## config.mk

```make
export PLATFORM = sky130hd
export DESIGN_NAME = fifo_ctrl
export DESIGN_NICKNAME = d
export VERILOG_FILES = /design/src/rtl/fifo_ctrl.sv
export SDC_FILE = /design/constraint.sdc
export NUM_CORES = 1
export LEC_CHECK = 0
export CAP_MARGIN = 20
export CORE_MARGIN = 2
export CORE_UTILIZATION = 44
export DETAILED_ROUTE_END_ITERATION = 12
export GPL_TIMING_DRIVEN = 0
export PLACE_DENSITY_LB_ADDON = 0.08
export SLEW_MARGIN = 20
export SYNTH_ARGS = -nofsm -noshare
export SYNTH_HDL_FRONTEND = slang
export SYNTH_SLANG_ARGS = --single-unit
```

## constraint.sdc

```tcl
create_clock -name clk -period 2 [get_ports clk]
set_input_delay 0.4 -clock clk [delete_from_list [all_inputs] [get_ports clk]]
set_output_delay 0.4 -clock clk [all_outputs]
set_load 0.02 [all_outputs]
```

## src/rtl/fifo_ctrl.sv

```systemverilog
// FIFO control stage: gates push/pop requests into memory strobes, owns the
// read/write pointers, occupancy count, status flags and a sticky error state.
module fifo_ctrl #(
    parameter int MEM_SIZE  = 4,
    parameter int WORD_SIZE = 6,
    parameter int PTR_L     = 3
) (
    input  logic             clk,
    input  logic             reset,
    input  logic             init,
    input  logic [PTR_L-1:0] umbral_alto,
    input  logic [PTR_L-1:0] umbral_bajo,
    input  logic             push_req,
    input  logic             pop_req,
    output logic             push,
    output logic             pop,
    output logic [PTR_L-1:0] wr_ptr,
    output logic [PTR_L-1:0] rd_ptr,
    output logic [PTR_L-1:0] count,
    output logic             full,
    output logic             empty,
    output logic             almost_full,
    output logic             almost_empty,
    output logic             error,
    output logic [1:0]       state_dbg
);

    localparam logic [1:0] S_INIT   = 2'd0;
    localparam logic [1:0] S_IDLE   = 2'd1;
    localparam logic [1:0] S_ACTIVE = 2'd2;
    localparam logic [1:0] S_ERROR  = 2'd3;

    localparam logic [PTR_L-1:0] LAST_IDX = PTR_L'(MEM_SIZE - 1);
    localparam logic [PTR_L-1:0] DEPTH    = PTR_L'(MEM_SIZE);

    logic [1:0]       state;
    logic [PTR_L-1:0] umbral_alto_reg;
    logic [PTR_L-1:0] umbral_bajo_reg;
    logic [PTR_L-1:0] count_nxt;
    logic             running;
    logic             overflow;
    logic             underflow;
    logic             fault;
    logic             commit_push;
    logic             commit_pop;

    // Word width only matters to the memory beside this block.
    logic word_size_unused;
    assign word_size_unused = (WORD_SIZE > 0);

    function automatic logic [PTR_L-1:0] ptr_inc(input logic [PTR_L-1:0] p);
        return (p == LAST_IDX) ? '0 : p + 1'b1;
    endfunction

    assign state_dbg    = state;
    assign full         = (count == DEPTH);
    assign empty        = (count == '0);
    assign almost_full  = (count >= umbral_alto_reg);
    assign almost_empty = (count <= umbral_bajo_reg);

    // Strobes are plain combinational qualifications of the requests: the memory
    // acts at wr_ptr/rd_ptr on the same edge a strobe is high. init overrides.
    assign running   = ((state == S_IDLE) || (state == S_ACTIVE)) && !init;
    assign push      = running & push_req & (~full | pop_req);
    assign pop       = running & pop_req & ~empty;
    assign overflow  = running & push_req & full & ~pop_req;
    assign underflow = running & pop_req & empty;
    assign fault     = overflow | underflow;

    // A faulting cycle commits nothing, even if the push strobe was raised.
    assign commit_push = push & ~fault;
    assign commit_pop  = pop & ~fault;

    always_comb begin
        count_nxt = count;
        if (commit_push && !commit_pop) begin
            count_nxt = count + 1'b1;
        end else if (commit_pop && !commit_push) begin
            count_nxt = count - 1'b1;
        end
    end

    always_ff @(posedge clk or posedge reset) begin
        if (reset) begin
            state           <= S_INIT;
            wr_ptr          <= '0;
            rd_ptr          <= '0;
            count           <= '0;
            error           <= 1'b0;
            umbral_alto_reg <= LAST_IDX;
            umbral_bajo_reg <= PTR_L'(1);
        end else if (init) begin
            state           <= S_INIT;
            wr_ptr          <= '0;
            rd_ptr          <= '0;
            count           <= '0;
            error           <= 1'b0;
            umbral_alto_reg <= umbral_alto;
            umbral_bajo_reg <= umbral_bajo;
        end else begin
            case (state)
                S_INIT: begin
                    state  <= S_IDLE;
                    wr_ptr <= '0;
                    rd_ptr <= '0;
                    count  <= '0;
                end
                S_IDLE, S_ACTIVE: begin
                    if (fault) begin
                        state <= S_ERROR;
                        error <= 1'b1;
                    end else begin
                        if (commit_push) wr_ptr <= ptr_inc(wr_ptr);
                        if (commit_pop)  rd_ptr <= ptr_inc(rd_ptr);
                        count <= count_nxt;
                        state <= (count_nxt == '0) ? S_IDLE : S_ACTIVE;
                    end
                end
                S_ERROR: begin
                    error <= 1'b1;
                end
                default: begin
                    state <= S_INIT;
                end
            endcase
        end
    end

endmodule

```

After elaboration in Yosys (flattened, before gate mapping)
Index checks and enable logic that the tools add are counted.
Operators by class
  muxes and demuxes: 22
  eq/ne operators: 10
  order comparisons: 2
  reductions and logical operators: 17
  add/sub/neg operators: 4
  bitwise logic cells: 15
Operator list (count)
  3-bit 2-to-1 mux: 12
  3-bit case mux with 2 select lines: 3
  3-bit inequality test, second input constant: 4
  3-bit by 1-bit adder with 3-bit output, second input constant: 3
  1-bit bitwise AND: 9
  3-bit by 2-bit == test with 1-bit output, second input constant: 2
  3-bit logical NOT: 2
  2-bit 2-to-1 mux: 3
  3-bit AND reduction: 2
  3-bit nonzero test: 2
  2-bit == test, second input constant: 2
  1-bit NOT: 4
  2-bit case mux with 2 select lines: 1
  2-bit AND reduction: 2
  3-bit == test, second input constant: 1
  3-bit >= comparator: 1
  3-bit <= comparator: 1
  1-bit logical AND: 3
  1-bit logical NOT: 3
  3-bit by 1-bit subtractor with 3-bit output, second input constant: 1
  2-bit by 1-bit == test with 1-bit output, second input constant: 1
  2-bit logical NOT: 1
  1-bit 2-to-1 mux: 2
  1-bit OR: 2
  3 further kinds: 3
Word-level totals
  output and inout bits: 18
  flip-flop bits (word level): 18
  input bits: 11
  logic and storage cells: 77

Logic depth before layout (Yosys ltp)
Gate-level depths: netlist (run 1).
  depth after elaboration: 18
  mapped depth: 8

Worst setup path before layout (run 1)
No wires, ideal clock.
  path type: reg2reg
  from: register count[0]
  to: register state[1], in the netlist state_dbg[1]
  required time: 1874 ps
  setup slack: -374 ps
  data arrival time: 2248 ps
  setup time: 126 ps
  cell stages (with the launch flop): 9
  path through: dfrtp_1 > inv_1 > ha_1 > or2b_1 > inv_2 > or4_4 > a21boi_2 > o22ai_1 > a221o_1
RTL lines
  from (decl): RTL line 19  | output logic [PTR_L-1:0] count,
  from (signal assigned): RTL line 115  | count <= count_nxt;
  3-bit logical NOT (*): RTL line 57  | assign empty = (count == '0);
  net empty: RTL line 21  | output logic empty,
  1-bit bitwise AND: RTL line 67  | assign underflow = running & pop_req & empty;
  1-bit OR: RTL line 68  | assign fault = overflow | underflow;
  1-bit NOT: RTL line 71, 72
  1-bit bitwise AND: RTL line 71  | assign commit_push = push & ~fault;
  1-bit logical NOT: RTL line 78  | end else if (commit_pop && !commit_push) begin
  1-bit logical AND: RTL line 78
  3-bit 2-to-1 mux: RTL line 78
  3-bit 2-to-1 mux: RTL line 76  | if (commit_push && !commit_pop) begin
  3-bit logical NOT: RTL line 116  | state <= (count_nxt == '0) ? S_IDLE : S_ACTIVE;
  2-bit 2-to-1 mux: RTL line 116
  2-bit 2-to-1 mux (*): RTL line 109  | if (fault) begin
  2-bit case mux with 2 select lines (*): RTL line 101  | case (state)
  2-bit 2-to-1 mux (*): RTL line 92  | end else if (init) begin
  to (signal assigned): RTL line 116
  to (decl): RTL line 36  | logic [1:0] state;
Mark *: on every way through the listed nets, which the timed path passes. The rest lies on a longest branch.
A chain may end at the register's enable or synchronous reset.

Worst setup path in the final report (run 1)
  from: register count[1]
  to: register state[1], in the netlist state_dbg[1]
On the way
  cells in the longest elaborated chain, start to end: 15
Ends and longest elaborated chain
  3-bit == test: RTL line 56  | assign full = (count == DEPTH);
  1-bit bitwise AND (2 in a row): RTL line 66  | assign overflow = running & push_req & full & ~pop_req;
  1-bit OR: RTL line 68
  1-bit NOT: RTL line 71, 72
  1-bit bitwise AND: RTL line 71
  1-bit logical NOT: RTL line 78
  1-bit logical AND: RTL line 78
  3-bit 2-to-1 mux: RTL line 78
  3-bit 2-to-1 mux: RTL line 76
  3-bit logical NOT: RTL line 116
  2-bit 2-to-1 mux: RTL line 116
  2-bit 2-to-1 mux (*): RTL line 109
  2-bit case mux with 2 select lines (*): RTL line 101
  2-bit 2-to-1 mux (*): RTL line 92
Every way passes the cells marked *; elsewhere a longest branch is shown, timed or not.

==> flow_metrics.env, run 1 <==
export IMPL_chipWidth_um=56.6
export IMPL_io_buffers=28
export IMPL_fraction_of_synthesized_area_in_multiplexers=0.0185
export IMPL_grt_use_total=0.216
export IMPL_finalMaxSlewViolations=0
export IMPL_starting_utilization_of_the_core_area=0.453
export IMPL_max_cap_violations=0
export IMPL_fin_worst_skew_ns=0.00627
export IMPL_place_worst_setup_slack_ns=-0.661
export IMPL_yosys_warnings=0
export IMPL_timing_critical_path_slowest_cell_delay_ns=0.49
export IMPL_worst_slew_pin_tran_ns=0.749
export IMPL_sinks_on_clock_net=18
export IMPL_drt_initial_drc_count=32
export IMPL_synth_async_reset_ratio=1.00
export IMPL_fin_crit_sh=1.06
export IMPL_post_synth_inst_count=130
export IMPL_timing_max_slew_rel_slack=0.500
export IMPL_clock_power_share=0.128
export IMPL_timing_critical_path_from_type="flip-flop"
export IMPL_power_switching_fraction=0.391
export IMPL_route_vias_total=1196
export IMPL_worstSkewPairLatency_ns=0.31
export IMPL_synth_area_per_cell_um2=9.36
export IMPL_ctsHoldBuffers=0
export IMPL_final_setup_viol_count=6
export IMPL_layout_area_overhead_vs_synth_pct=57.0
export IMPL_grt_first_pass_wirelength_mm=5.40
export IMPL_post_synth_xor_area_fraction=0.00720
export IMPL_antenna_found_initial=0
export IMPL_combinationalPowerShare=0.623
export IMPL_design_core_area_um2=2690
export IMPL_max_freq_mhz=471
export IMPL_drcViolationCount=0
export IMPL_placedInstanceArea_um2=1570
export IMPL_irDropWorstVdd_mv=0.811
export IMPL_clock_root_buffer="sky130_fd_sc_hd__clkbuf_4"
export IMPL_viasPerCell=5.51
export IMPL_critical_path_endpoint_type="flip-flop"
export IMPL_post_synth_fa_ha_maj_area_fraction=0.134
export IMPL_die_area_um2=3200
export IMPL_part_of_the_power_in_registers=0.250
export IMPL_synth_simple_gate_area_share=0.224
export IMPL_design_internal_power_mw=1.16
export IMPL_cp_max_fo=3
export IMPL_grt_max_degree=19
export IMPL_timing_worst_setup_path_type="reg2reg"
export IMPL_layout_setup_ws_ns=-0.124
export IMPL_unrepaired_setup_endpoints_after_global_routing="yes"
export IMPL_cp_cell_sequence="inv_2, ha_4, or2b_1, inv_2, or4_4, a21boi_2, o22ai_2, a221o_1"
export IMPL_via_count_of_the_first_global_routing_pass=1239
export IMPL_cts_buffers=3
export IMPL_dp_cells=189
export IMPL_timing_final_crit_period_ns=2.12
export IMPL_outcome="finished, violations left"
export IMPL_timing_hold_worst_class="in2async"
export IMPL_nets=211
export IMPL_boundaryPins=29
export IMPL_drt_wirelength_per_cell_um=15.0
export IMPL_crit_buf_inv=2
export IMPL_power_static_leakage_nw=0.938
export IMPL_number_of_nets_produced_by_synthesis=154
export IMPL_powerDensity_nw_per_um2=999
export IMPL_critical_path_slowest_cell="sky130_fd_sc_hd__or4_4"
export IMPL_antennaDiodeCount=0
export IMPL_timing_setup_tns_ns=-0.414
export IMPL_total_detailed_routing_wirelength_mm=3.27
export IMPL_postRouteAntennaNets=0
export IMPL_synth_flop_cell="sky130_fd_sc_hd__dfrtp_1"
export IMPL_fp_row_count=19
export IMPL_synth_edff_count=0
export IMPL_drive_gt1_frac=0.387
export IMPL_violations="setup timing"
export IMPL_cts_max_level=1
export IMPL_critical_path_most_common_cell="sky130_fd_sc_hd__inv_2"
export IMPL_cts_path_max_buffers=2
export IMPL_die_h_um=56.6
export IMPL_worst_setup_hold_path_clk_slew_ns=0.12
export IMPL_syn_area_um2=1220
export IMPL_synth_compound_area_frac=0.181
export IMPL_drt_first_pass_iters=4
export IMPL_ys_types=41
export IMPL_cp_top_family="simple AND/OR/NAND/NOR gates"
export IMPL_cp_arrival_ns=2.33
export IMPL_clock_tree_from_tritoncts="built"
export IMPL_design_area_um2=1910
export IMPL_ys_ff_latch=18
export IMPL_globalRouteOverflowTotal=0
export IMPL_sequential_element_share_of_the_synthesized_area=0.373
export IMPL_crit_required_ns=2.20
export IMPL_detailedPlacementHpwl_mm=2.04
export IMPL_stdcell_count=217
export IMPL_hold_viol_final=0
export IMPL_synth_top_family_by_area="simple AND/OR/NAND/NOR gates"
export IMPL_gp_congestion=0.878
export IMPL_netSwitchingPower_mw=0.745
-- synth_stat cells (3+ instances only) --
master	n	area [µm²]
sky130_fd_sc_hd__inv_1	14	52.6
sky130_fd_sc_hd__a21o_1	3	22.5
sky130_fd_sc_hd__nor3_1	5	25.0
sky130_fd_sc_hd__nor2b_1	5	31.3
sky130_fd_sc_hd__o21ai_0	8	40.0
sky130_fd_sc_hd__dfrtp_1	15	375
sky130_fd_sc_hd__o41ai_1	3	26.3
sky130_fd_sc_hd__nor2_1	3	11.3
sky130_fd_sc_hd__ha_1	13	163
sky130_fd_sc_hd__o21a_1	3	22.5
sky130_fd_sc_hd__nand2_1	14	52.6
sky130_fd_sc_hd__dfstp_2	3	78.8
-- final timing paths --
path / start / end / slack (ns) / cells after the start
max: count[1] / state_dbg[1] / -0.12 / 8
min reg2reg: rd_ptr[0] / rd_ptr[0] / 0.51 / 1
max in group asynchronous: reset / state_dbg[0] / 0.97 / 2
max reg2reg: count[1] / state_dbg[1] / -0.12 / 8
min in group clk: rd_ptr[0] / rd_ptr[0] / 0.51 / 1
min: reset / rd_ptr[2] / 0.50 / 2
-- cell type report --
type	count	area [µm²]
Inverter	15	58.8
Buffer	3	26.3
Multi-Input combinational cell	94	815
Timing Repair Buffer	52	474
Fill cell	229	777
Tap cell	31	38.8
Sequential cell	18	460
Clock buffer	4	36.3
-- cell families after synthesis --
kind of cell	Yosys count
AOI/OAI and AO/OA	31
DFF	18
adders and majority gates	13
and+or+nand+nor	47
muxes	2
buffers and inverters	18
xor gates and xnor gates	1
-- metal layers --
layer	vias to the layer above	share of wire	global-route usage
li1	574	-	-
met1	589	0.43	0.248
met2	27	0.52	0.384
met3	6	0.034	0.0392
met4	0	0.015	0.102
met5	-	0	0
-- stage by stage --
step / total power [mW] / hold slack, ns / util
3_5_place_dp: 1.32 / 0.505 / 0.583
3_3_place_gp: 1.31 / 0.481 / 0.583
6_report: 1.91 / 0.504 / 0.711
4_1_cts: 1.78 / 0.521 / 0.675
5_1_grt: 2.04 / 0.555 / 0.711
2_1_floorplan: 1.05 / 0.336 / -
-- cells in the final DEF (no fill, tap or decap), drive strengths merged, types with 3 or more instances in the layout --
cell type / Yosys / routed
a21o: 3 / 3
buf: 1 / 32
clkbuf: 2 / 5
clkdlybuf4s50: 0 / 20
dfrtp: 15 / 15
dfstp: 3 / 3
ha: 13 / 13
inv: 15 / 15
nand2: 14 / 14
nand2b: 3 / 3
nor2: 3 / 3
nor2b: 5 / 5
nor3: 5 / 5
o21a: 3 / 3
o21ai: 9 / 9
o41ai: 3 / 3
or4: 3 / 3
-- repair_timing --
item	CTS	global route
cloned	0	0
setup endpoints to repair	8	13
pin swaps	10	8
gates resized for setup	47	18
setup buffers	19	5
-- power by group through the flow --
stage	clock network [mW]	registers, mW	logic [mW]
floorplan	0	0.545	0.500
finish	0.244	0.476	1.19
CTS	0.245	0.474	1.06
global route	0.263	0.483	1.29
detailed placement	0	0.495	0.829
global placement	0	0.491	0.816
Power figures use the tool's default switching activity.
==> inputs of run 2 (changes only) <==
==> constraint.sdc (replaced) <==
create_clock -name clk -period 1.8 [get_ports clk]
set_input_delay 0.36 -clock clk [delete_from_list [all_inputs] [get_ports clk]]
set_output_delay 0.36 -clock clk [all_outputs]
set_load 0.02 [all_outputs]
==> run 2 against run 1 <==
- the flow still finishes with violations (setup timing)
- non-clock buffer count rose by 4
- clock power fell by 12%
- sequential share of layout area fell by 1.1 points
- utilization rose by 3.4 points
- critical endpoint unchanged
- register-to-register slack got worse by 0.21 ns
- routed wire length rose by 9.2%
- critical path type unchanged
- via count rose by 1.3%
- largest power group unchanged
- critical path depth did not move
==> flow_metrics.env, run 2 (synthesis results as in run 1) <==
export IMPL_grt_met3_usage=0.0346
export IMPL_viasPerCell=5.48
export IMPL_finalCoreUtilization=0.745
export IMPL_grt_first_pass_wirelength_mm=5.62
export IMPL_powerDensity_nw_per_um2=1110
export IMPL_regArea_um2=460
export IMPL_power_static_leakage_nw=0.972
export IMPL_power_switching_fraction=0.400
export IMPL_irDropWorstVdd_mv=0.928
export IMPL_timing_critical_path_slowest_cell_delay_ns=0.51
export IMPL_nets=215
export IMPL_io_buffers=28
export IMPL_final_cell_mix="24 x sky130_fd_sc_hd__buf_4, 17 x sky130_fd_sc_hd__clkdlybuf4s50_1, 12 x sky130_fd_sc_hd__buf_6, 12 x sky130_fd_sc_hd__nand2_1, 10 x sky130_fd_sc_hd__dfrtp_1"
export IMPL_route_vias_total=1212
export IMPL_gr_usage_met1=0.285
export IMPL_hold_viol_final=0
export IMPL_timing_worst_setup_path_type="reg2reg"
export IMPL_ctsHoldBuffers=0
export IMPL_timing_setup_tns_ns=-2.05
export IMPL_gr_usage_met2=0.400
export IMPL_unrepaired_setup_endpoints_after_global_routing="yes"
export IMPL_drt_wirelength_per_cell_um=16.1
export IMPL_crit_buf_inv=2
export IMPL_die_area_um2=3200
export IMPL_combinationalPowerShare=0.665
export IMPL_netSwitchingPower_mw=0.893
export IMPL_drcViolationCount=0
export IMPL_cts_path_max_buffers=2
export IMPL_postRouteAntennaNets=0
export IMPL_critical_path_endpoint_type="flip-flop"
export IMPL_max_cap_violations=0
export IMPL_fin_crit_sh=1.18
export IMPL_layout_commonest_cell="sky130_fd_sc_hd__buf_4"
export IMPL_clock_power_share=0.096
export IMPL_starting_utilization_of_the_core_area=0.453
export IMPL_layout_area_overhead_vs_synth_pct=64.6
export IMPL_critical_path_slowest_cell="sky130_fd_sc_hd__or4_4"
export IMPL_drt_first_pass_iters=4
export IMPL_drt_initial_drc_count=33
export IMPL_total_detailed_routing_wirelength_mm=3.57
export IMPL_worst_slew_pin_tran_ns=0.698
export IMPL_finalMaxSlewViolations=0
export IMPL_hold_ws_ns=0.458
export IMPL_cts_max_level=1
export IMPL_cp_max_fo=6
export IMPL_timing_max_slew_rel_slack=0.534
export IMPL_cp_top_family="simple AND/OR/NAND/NOR gates"
export IMPL_stdcell_count=221
export IMPL_cts_buffers=3
export IMPL_outcome="finished, violations left"
export IMPL_violations="setup timing"
export IMPL_antennaDiodeCount=0
export IMPL_gp_congestion=0.857
export IMPL_die_h_um=56.6
export IMPL_timing_hold_worst_class="in2async"
export IMPL_drive_gt1_frac=0.437
export IMPL_fillerInstances=191
export IMPL_timing_final_crit_period_ns=2.13
export IMPL_clock_root_buffer="sky130_fd_sc_hd__clkbuf_4"
export IMPL_timing_critical_path_from_type="flip-flop"
export IMPL_design_core_area_um2=2690
export IMPL_via_count_of_the_first_global_routing_pass=1185
export IMPL_cp_arrival_ns=2.32
export IMPL_worstSkewPairLatency_ns=0.30
export IMPL_final_setup_viol_count=11
export IMPL_max_freq_mhz=469
export IMPL_fin_worst_skew_ns=0.00535
export IMPL_layout_setup_ws_ns=-0.331
export IMPL_clock_tree_from_tritoncts="built"
export IMPL_part_of_the_power_in_registers=0.239
export IMPL_grt_busiest_layer="met2"
export IMPL_worst_setup_hold_path_clk_slew_ns=0.10
export IMPL_grt_use_total=0.226
export IMPL_chipWidth_um=56.6
export IMPL_design_internal_power_mw=1.34
export IMPL_boundaryPins=29
export IMPL_crit_required_ns=1.99
export IMPL_sinks_on_clock_net=18
export IMPL_antenna_found_initial=0
export IMPL_multi_input_comb_area_um2=878
export IMPL_grt_max_degree=19
export IMPL_cp_cell_sequence="clkinv_4, ha_4, or2b_1, inv_2, or4_4, a21boi_4, o22ai_2, a221o_1"
export IMPL_detailedPlacementHpwl_mm=2.05
export IMPL_globalRouteOverflowTotal=0
export IMPL_dp_cells=189
export IMPL_fp_row_count=19
run 2: power by group through the flow:
stage | Sequential, mW | Combinational [mW] | Clock [mW]
CTS | 0.527 | 1.18 | 0.222
floorplan | 0.606 | 0.556 | 0
global route | 0.544 | 1.59 | 0.235
detailed placement | 0.550 | 0.936 | 0
finish | 0.532 | 1.48 | 0.214
global placement | 0.548 | 0.910 | 0
run 2: per-stage QoR:
stage          setup slack (ns)  power (mW)  cell area (µm²)
6_report                 -0.331        2.23             2000
5_1_grt                  -0.380        2.37             2000
4_1_cts                  -0.262        1.93             1790
3_5_place_dp             -0.847        1.49             1570
3_3_place_gp             -0.829        1.46             1570
2_1_floorplan            -0.315        1.16             1250
run 2: area by class of cell:
| cell class | instances | share of cell area |
|---|---|---|
| Buffer | 3 | 0.0131 |
| Inverter | 15 | 0.0306 |
| Sequential cell | 18 | 0.230 |
| Multi-Input combinational cell | 94 | 0.439 |
| Timing Repair Buffer | 56 | 0.255 |
| Clock buffer | 4 | 0.0131 |
| Tap cell | 31 | 0.0194 |
run 2: final timing paths:
check / startpoint / end / slack (ns) / cells after the start
setup / recovery: count[0] / state_dbg[1] / -0.33 / 8
hold / removal: reset / umbral_bajo_reg[1] / 0.46 / 2
setup reg to reg: count[0] / state_dbg[1] / -0.33 / 8
hold reg to reg: wr_ptr[1] / wr_ptr[1] / 0.52 / 2
max in group asynchronous: reset / count[0] / 0.86 / 2
min in group clk: wr_ptr[1] / wr_ptr[1] / 0.52 / 2
run 2: layer usage:
| metal | vias up | part of all wire |
|---|---|---|
| li1 | 588 | - |
| met1 | 578 | 0.43 |
| met2 | 34 | 0.51 |
| met3 | 12 | 0.041 |
| met4 | 0 | 0.026 |
| met5 | - | 0 |
run 2: what timing repair did:
item                                    4_1_cts  5_1_grt
pin swaps                                    10        9
setup buffers                                15       14
endpoints found under the setup margin       15       17
gates resized for setup                      55       28
